===== src/rtl/bios_shadow_pkg.sv =====
// Shared types and defaults for the BIOS shadow-copy boot master.
package bios_shadow_pkg;

  typedef enum logic [1:0] {
    IDLE = 2'd0,
    RD   = 2'd1,
    WR   = 2'd2,
    DONE = 2'd3
  } bios_state_e;

  localparam int unsigned BIOS_ROM_WORDS   = 4096;
  localparam logic [31:0] BIOS_SRC_BASE    = 32'h0000_0000;
  localparam logic [31:0] BIOS_SHADOW_BASE = 32'h000F_C000;
  localparam logic [3:0]  WB_SEL_ALL       = 4'hF;

  // Byte address of a 32-bit word; wraps modulo 2^32 by construction.
  function automatic logic [31:0] word_addr(input logic [31:0] base, input logic [31:0] idx);
    return base + (idx << 2);
  endfunction

endpackage


===== src/rtl/wb_single_xfer.sv =====
// Registered single-beat Wishbone master: request level in, bus signals out,
// qualified ack and read data back.
module wb_single_xfer #(
  parameter int DATA_W = 32,
  parameter int ADR_W  = 32
) (
  input  logic              clk,
  input  logic              rst,
  input  logic              req_i,
  input  logic              we_i,
  input  logic [ADR_W-1:0]  adr_i,
  input  logic [DATA_W-1:0] wdat_i,
  output logic              cyc_o,
  output logic              stb_o,
  output logic              we_o,
  output logic [ADR_W-1:0]  adr_o,
  output logic [DATA_W-1:0] dat_o,
  input  logic              ack_i,
  input  logic [DATA_W-1:0] dat_i,
  output logic              ack_o,
  output logic [DATA_W-1:0] rdat_o
);

  logic              cyc_q, stb_q, we_q;
  logic [ADR_W-1:0]  adr_q;
  logic [DATA_W-1:0] dat_q;
  logic [DATA_W-1:0] rdat_q;

  always_ff @(posedge clk) begin
    if (rst) begin
      cyc_q <= 1'b0;
      stb_q <= 1'b0;
      we_q  <= 1'b0;
      adr_q <= '0;
      dat_q <= '0;
    end else begin
      cyc_q <= req_i;
      stb_q <= req_i;
      we_q  <= req_i & we_i;
      if (req_i) begin
        adr_q <= adr_i;
        dat_q <= wdat_i;
      end
    end
  end

  // An ack only counts while our own strobe is up.
  assign ack_o = stb_q & ack_i;

  always_ff @(posedge clk) begin
    if (ack_o) rdat_q <= dat_i;
  end

  // Bypass lets the accepting cycle forward the word without an extra stage.
  assign rdat_o = ack_o ? dat_i : rdat_q;

  assign cyc_o = cyc_q;
  assign stb_o = stb_q;
  assign we_o  = we_q;
  assign adr_o = adr_q;
  assign dat_o = dat_q;

endmodule


===== src/rtl/bios_shadow_loader.sv =====
// Boot-time ROM-to-shadow-RAM copier; holds the CPU in reset until the copy is done.
module bios_shadow_loader
  import bios_shadow_pkg::*;
#(
  parameter int unsigned WORDS      = BIOS_ROM_WORDS,
  parameter logic [31:0] SRC_BASE   = BIOS_SRC_BASE,
  parameter logic [31:0] DST_BASE   = BIOS_SHADOW_BASE,
  parameter bit          AUTO_START = 1'b1
) (
  input  logic        clk,
  input  logic        rst,
  input  logic        start,
  output logic [31:0] src_adr_o,
  input  logic [31:0] src_dat_i,
  output logic        src_cyc_o,
  output logic        src_stb_o,
  output logic        src_we_o,
  output logic [3:0]  src_sel_o,
  input  logic        src_ack_i,
  output logic [31:0] dst_adr_o,
  output logic [31:0] dst_dat_o,
  output logic        dst_cyc_o,
  output logic        dst_stb_o,
  output logic        dst_we_o,
  output logic [3:0]  dst_sel_o,
  input  logic        dst_ack_i,
  output logic        busy,
  output logic        done,
  output logic        cpu_rst_o
);

  localparam int unsigned     IDX_W    = $clog2(WORDS) + 1;
  localparam logic [IDX_W-1:0] LAST_IDX = IDX_W'(WORDS - 1);

  bios_state_e      state_q, state_d;
  logic [IDX_W-1:0] idx_q, idx_d;
  logic             src_req, dst_req;
  logic             src_ack, dst_ack;
  logic [31:0]      src_adr_d, dst_adr_d;
  logic [31:0]      rd_word;
  logic [31:0]      src_wdat_unused, dst_rdat_unused;
  logic             busy_q, done_q, cpu_rst_q;

  always_ff @(posedge clk) begin
    if (rst) begin
      state_q <= IDLE;
      idx_q   <= '0;
    end else begin
      state_q <= state_d;
      idx_q   <= idx_d;
    end
  end

  always_comb begin
    state_d = state_q;
    idx_d   = idx_q;
    unique case (state_q)
      IDLE: begin
        if (AUTO_START || start) begin
          state_d = RD;
          idx_d   = '0;
        end
      end
      RD: begin
        if (src_ack) state_d = WR;
      end
      WR: begin
        if (dst_ack) begin
          if (idx_q == LAST_IDX) begin
            state_d = DONE;
          end else begin
            idx_d   = idx_q + 1'b1;
            state_d = RD;
          end
        end
      end
      DONE:    state_d = DONE;
      default: state_d = IDLE;
    endcase
  end

  // Bus requests follow the next state so strobes appear from flops in the state's own cycle.
  assign src_req   = (state_d == RD);
  assign dst_req   = (state_d == WR);
  assign src_adr_d = word_addr(SRC_BASE, 32'(idx_d));
  assign dst_adr_d = word_addr(DST_BASE, 32'(idx_d));

  always_ff @(posedge clk) begin
    if (rst) begin
      busy_q    <= 1'b0;
      done_q    <= 1'b0;
      cpu_rst_q <= 1'b1;
    end else begin
      busy_q    <= (state_d == RD) || (state_d == WR);
      done_q    <= (state_d == DONE);
      cpu_rst_q <= (state_d != DONE);
    end
  end

  wb_single_xfer #(.DATA_W(32), .ADR_W(32)) u_src (
    .clk    (clk),
    .rst    (rst),
    .req_i  (src_req),
    .we_i   (1'b0),
    .adr_i  (src_adr_d),
    .wdat_i (32'h0),
    .cyc_o  (src_cyc_o),
    .stb_o  (src_stb_o),
    .we_o   (src_we_o),
    .adr_o  (src_adr_o),
    .dat_o  (src_wdat_unused),
    .ack_i  (src_ack_i),
    .dat_i  (src_dat_i),
    .ack_o  (src_ack),
    .rdat_o (rd_word)
  );

  wb_single_xfer #(.DATA_W(32), .ADR_W(32)) u_dst (
    .clk    (clk),
    .rst    (rst),
    .req_i  (dst_req),
    .we_i   (1'b1),
    .adr_i  (dst_adr_d),
    .wdat_i (rd_word),
    .cyc_o  (dst_cyc_o),
    .stb_o  (dst_stb_o),
    .we_o   (dst_we_o),
    .adr_o  (dst_adr_o),
    .dat_o  (dst_dat_o),
    .ack_i  (dst_ack_i),
    .dat_i  (32'h0),
    .ack_o  (dst_ack),
    .rdat_o (dst_rdat_unused)
  );

  assign src_sel_o = WB_SEL_ALL;
  assign dst_sel_o = WB_SEL_ALL;
  assign busy      = busy_q;
  assign done      = done_q;
  assign cpu_rst_o = cpu_rst_q;

endmodule


===== config.mk =====
export PLATFORM = sky130hd
export DESIGN_NAME = bios_shadow_loader
export DESIGN_NICKNAME = d
export VERILOG_FILES = /design/src/rtl/bios_shadow_pkg.sv /design/src/rtl/wb_single_xfer.sv /design/src/rtl/bios_shadow_loader.sv
export SDC_FILE = /design/constraint.sdc
export NUM_CORES = 1
export LEC_CHECK = 0
export BUFFER_PORTS_ARGS = -buffer_cell sky130_fd_sc_hd__buf_2
export CORE_ASPECT_RATIO = 0.9
export CORE_MARGIN = 3
export CORE_UTILIZATION = 50
export DETAILED_ROUTE_END_ITERATION = 8
export PLACE_DENSITY_LB_ADDON = 0.08
export SLEW_MARGIN = 20
export SYNTH_ARGS = -nofsm -noshare
export SYNTH_HDL_FRONTEND = slang
export SYNTH_SLANG_ARGS = --single-unit

===== constraint.sdc =====
create_clock -name clk -period 3.1 [get_ports clk]
set_clock_uncertainty 0.05 [all_clocks]
set_input_delay 0.465 -clock clk [delete_from_list [all_inputs] [get_ports clk]]
set_output_delay 0.465 -clock clk [all_outputs]
set_load 0.05 [all_outputs]

==> impl_metrics.toml <==
[cts]
clk_pin_slew_ps = 110
clk_path_buf_depth = 2
postCtsSetupBuffers = 0
cts_buffers = 9
tritoncts = "done"
cts.sinks = 111
htreeDepth = 3
cts_resized = 0
cts_root_buffer = "clkbuf_8"
cts_hold_buf = 0
clk_latency_ps = 370

[placed_design]
gp_congestion = 0.844
place_ws_ps = 757
hpwl_um = 6440
dpl_cell_area_sq_um = 4860
port_buffers = 107

[floorplan]
rows = 32
dieArea_sq_um = 10100
initial_core_util = 0.516
io_pins = 150
core_area_sq_um = 8650
die_width_um = 106
die_h_um = 95.6

[logic_synthesis]
synthMuxAreaShare = 0.0830
syn_inst = 476
synth_top_family_by_area = "simple AND/OR/NAND/NOR gates"
synth_fa_ha_area_frac = 0.0112
yosysUniqueCellTypes = 50
async_flop_share = 0
ys_warn_count = 0
yosysTopAreaCellShare = 0.498
syn_avg_cell_area_sq_um = 9.38
synth_xor_area_frac = 0.0118
syn_area_sq_um = 4460
synthSimpleGateAreaFrac = 0.167
synth_flop_cell = "dfxtp_1"
synth_top_cell_by_area = "dfxtp_1"
ys_seq_elements = 111
ys_seq_area_frac = 0.498
synth_edf_count = 0
synth_compound_area_frac = 0.109
synthTopCellsByArea = "dfxtp_1 (50%), nand2_1 (8.6%), buf_4 (8.2%)"

[sta]
setup_slack_ps = 738
worst_pin_slew_ps = 794
layout_min_cycle_time_ps = 2360
slew_viol_final = 0
slew-limit-headroom = 0.469
rsz0062_at_grt = "false"
setup_violations = 0
fin_setup_tns_ps = 0
finalHoldViolCount = 0
fmax_mhz = 423
period_share = 0.762

[worst_setup_path]
ff2ff_setup_slack_ps = 740
end_kind = "flip-flop"
crit_fanout = 16
cp.required_ps = 3280
arrival_ps = 2550
reg2reg_to = "u_src.adr_o[7]$_SDFFE_PP0N_"
rr_startpoint = "idx_q[0]$_SDFF_PP0_"
reg2regPathDepth = 7
cp-start-kind = "flip-flop"
critPathKind = "reg2reg"
crit_path_end = "u_src.adr_o[7]$_SDFFE_PP0N_"
crit_path_start = "idx_q[0]$_SDFF_PP0_"

[global_route]
grt_pass1_wl_um = 14600
grt_antenna_before_repair = 0
grt_usage = 0.183
grt_overflow = 0
grt_pass1_vias = 2998
grt_max_degree = 50

[run]
drv_cap = 0

[final_layout]
syn2layout_area_growth_pct = 12.7
drive_gt1_frac = 0.302
multi_input_area_sq_um = 1860
n_antenna_cell = 0
nFillCells = 824
num-nets-final = 604
ff_latch_area_sq_um = 2220
design_area_sq_um = 5030

[min_path]
hp-start = "src_dat_i[23]"
hold_path_class = "in2reg"
hold_depth = 2

[outcome]
run_status = "complete, no violations"

[drt]
wirelength_um = 9420
via_per_inst = 4.93
wl_per_cell_um = 13.7
drtIter0Drc = 158
firstDrtPassIters = 4
ant_nets = 0
via_count = 3384
drc = 0

[pwr]
ir_drop_uv = 289
leakage_uw = 0.00222
power.density_nw_per_um2 = 601
==> per-layer routing <==
metal,vias up,GRT usage,share of wire
met1,1547,0.241,0.46
met3,10,0.0487,0.077
met2,145,0.294,0.45
li1,1682,-,-
met5,-,0,0
met4,0,0.0647,0.013
==> cells by family after synthesis <==
| group | after synthesis |
|---|---|
| AOI/OAI and AO/OA | 79 |
| xor gates and xnor gates | 6 |
| adders and majority gates | 4 |
| buffers and inverters | 82 |
| DFF | 111 |
| muxes | 33 |
| other | 2 |
| and+or+nand+nor | 159 |
==> worst min path at each step <==
stage	slack, ps	to
final	280	u_src.rdat_q[23]$_DFF_P_
after global routing	260	u_src.rdat_q[6]$_DFF_P_
after CTS	260	u_src.rdat_q[23]$_DFF_P_
after detailed placement	390	u_dst.adr_o[6]$_SDFFE_PP0N_
after global placement	390	u_dst.dat_o[6]$_SDFFE_PP0N_
after floorplan	400	u_src.rdat_q[19]$_DFF_P_
==> synthesized netlist by cell type, drive strengths merged (3+ instances only) <==
cell	instances
o21ai	6
ha	4
nand3	9
and3	4
xor2	5
clkbuf	13
inv	5
nor2b	5
o32ai	10
nand2b	3
nand2	102
buf	64
a211oi	3
a21oi	46
nand4	3
a31oi	5
mux2	32
nor3	6
nor2	17
dfxtp	111
==> worst max-delay path, stage by stage, from the launching register on <==
cell      delay [ps]
dfxtp_1          410
ha_1             240
and4_1           380
nand4_4          210
a21boi_4         360
inv_2            220
nand2_1          230
o32ai_1          120
==> area by class of cell <==
cell class              instances  area share
clock buffers                  10      0.0254
clock inverters                 5     0.00846
inverters                       5     0.00373
multi-input cells             322       0.369
flip-flops and latches        111       0.442
well taps                     119      0.0296
repair buffers                114       0.122
==> placed cells by master (no fill, tap or decap), types with 2 or more instances in the layout <==
cell type   instances
nand4_1             2
o21ai_0             5
nor2b_1             5
buf_2             107
inv_1               4
clkinvlp_4          3
conb_1             41
a211oi_1            3
dfxtp_1           111
nand2b_1            3
a21oi_1            46
o32ai_1            10
a31oi_1             5
a41oi_1             2
and2_1              2
or4_1               2
nand3_1             8
xor2_1              5
buf_4               5
nand2_1           102
nor3_2              2
nor3_1              4
mux2_2             32
ha_1                4
buf_12              2
nor2_1             17
and3_1              2
clkbuf_8            9
==> registers in the layout, summed over array words and instances, names as in the netlist <==
| name | count |
|---|---|
| idx_q | 13 |
| u_src.rdat_q | 32 |
| state_q | 2 |
| u_dst.adr_o | 14 |
| u_src.adr_o | 13 |
| u_src.cyc_o | 1 |
| u_dst.cyc_o | 1 |
| done | 1 |
| busy | 1 |
| u_dst.dat_o | 32 |
| cpu_rst_o | 1 |
==> metrics by stage <==
step,cells,total power [uW],hold WS [ps],utilization
3_3_place_gp,671,2260,386,0.562
2_1_floorplan,515,2190,399,-
4_1_cts,686,3050,265,0.582
3_5_place_dp,671,2270,391,0.562
6_report,686,3020,283,0.582
5_1_grt,686,3160,255,0.582
==> power breakdown <==
group          switching (uW)  internal, uW
combinational             445           179
clock                     489           297
sequential               44.3          1570
total                     977          2050
Power figures use the tool's default switching activity.
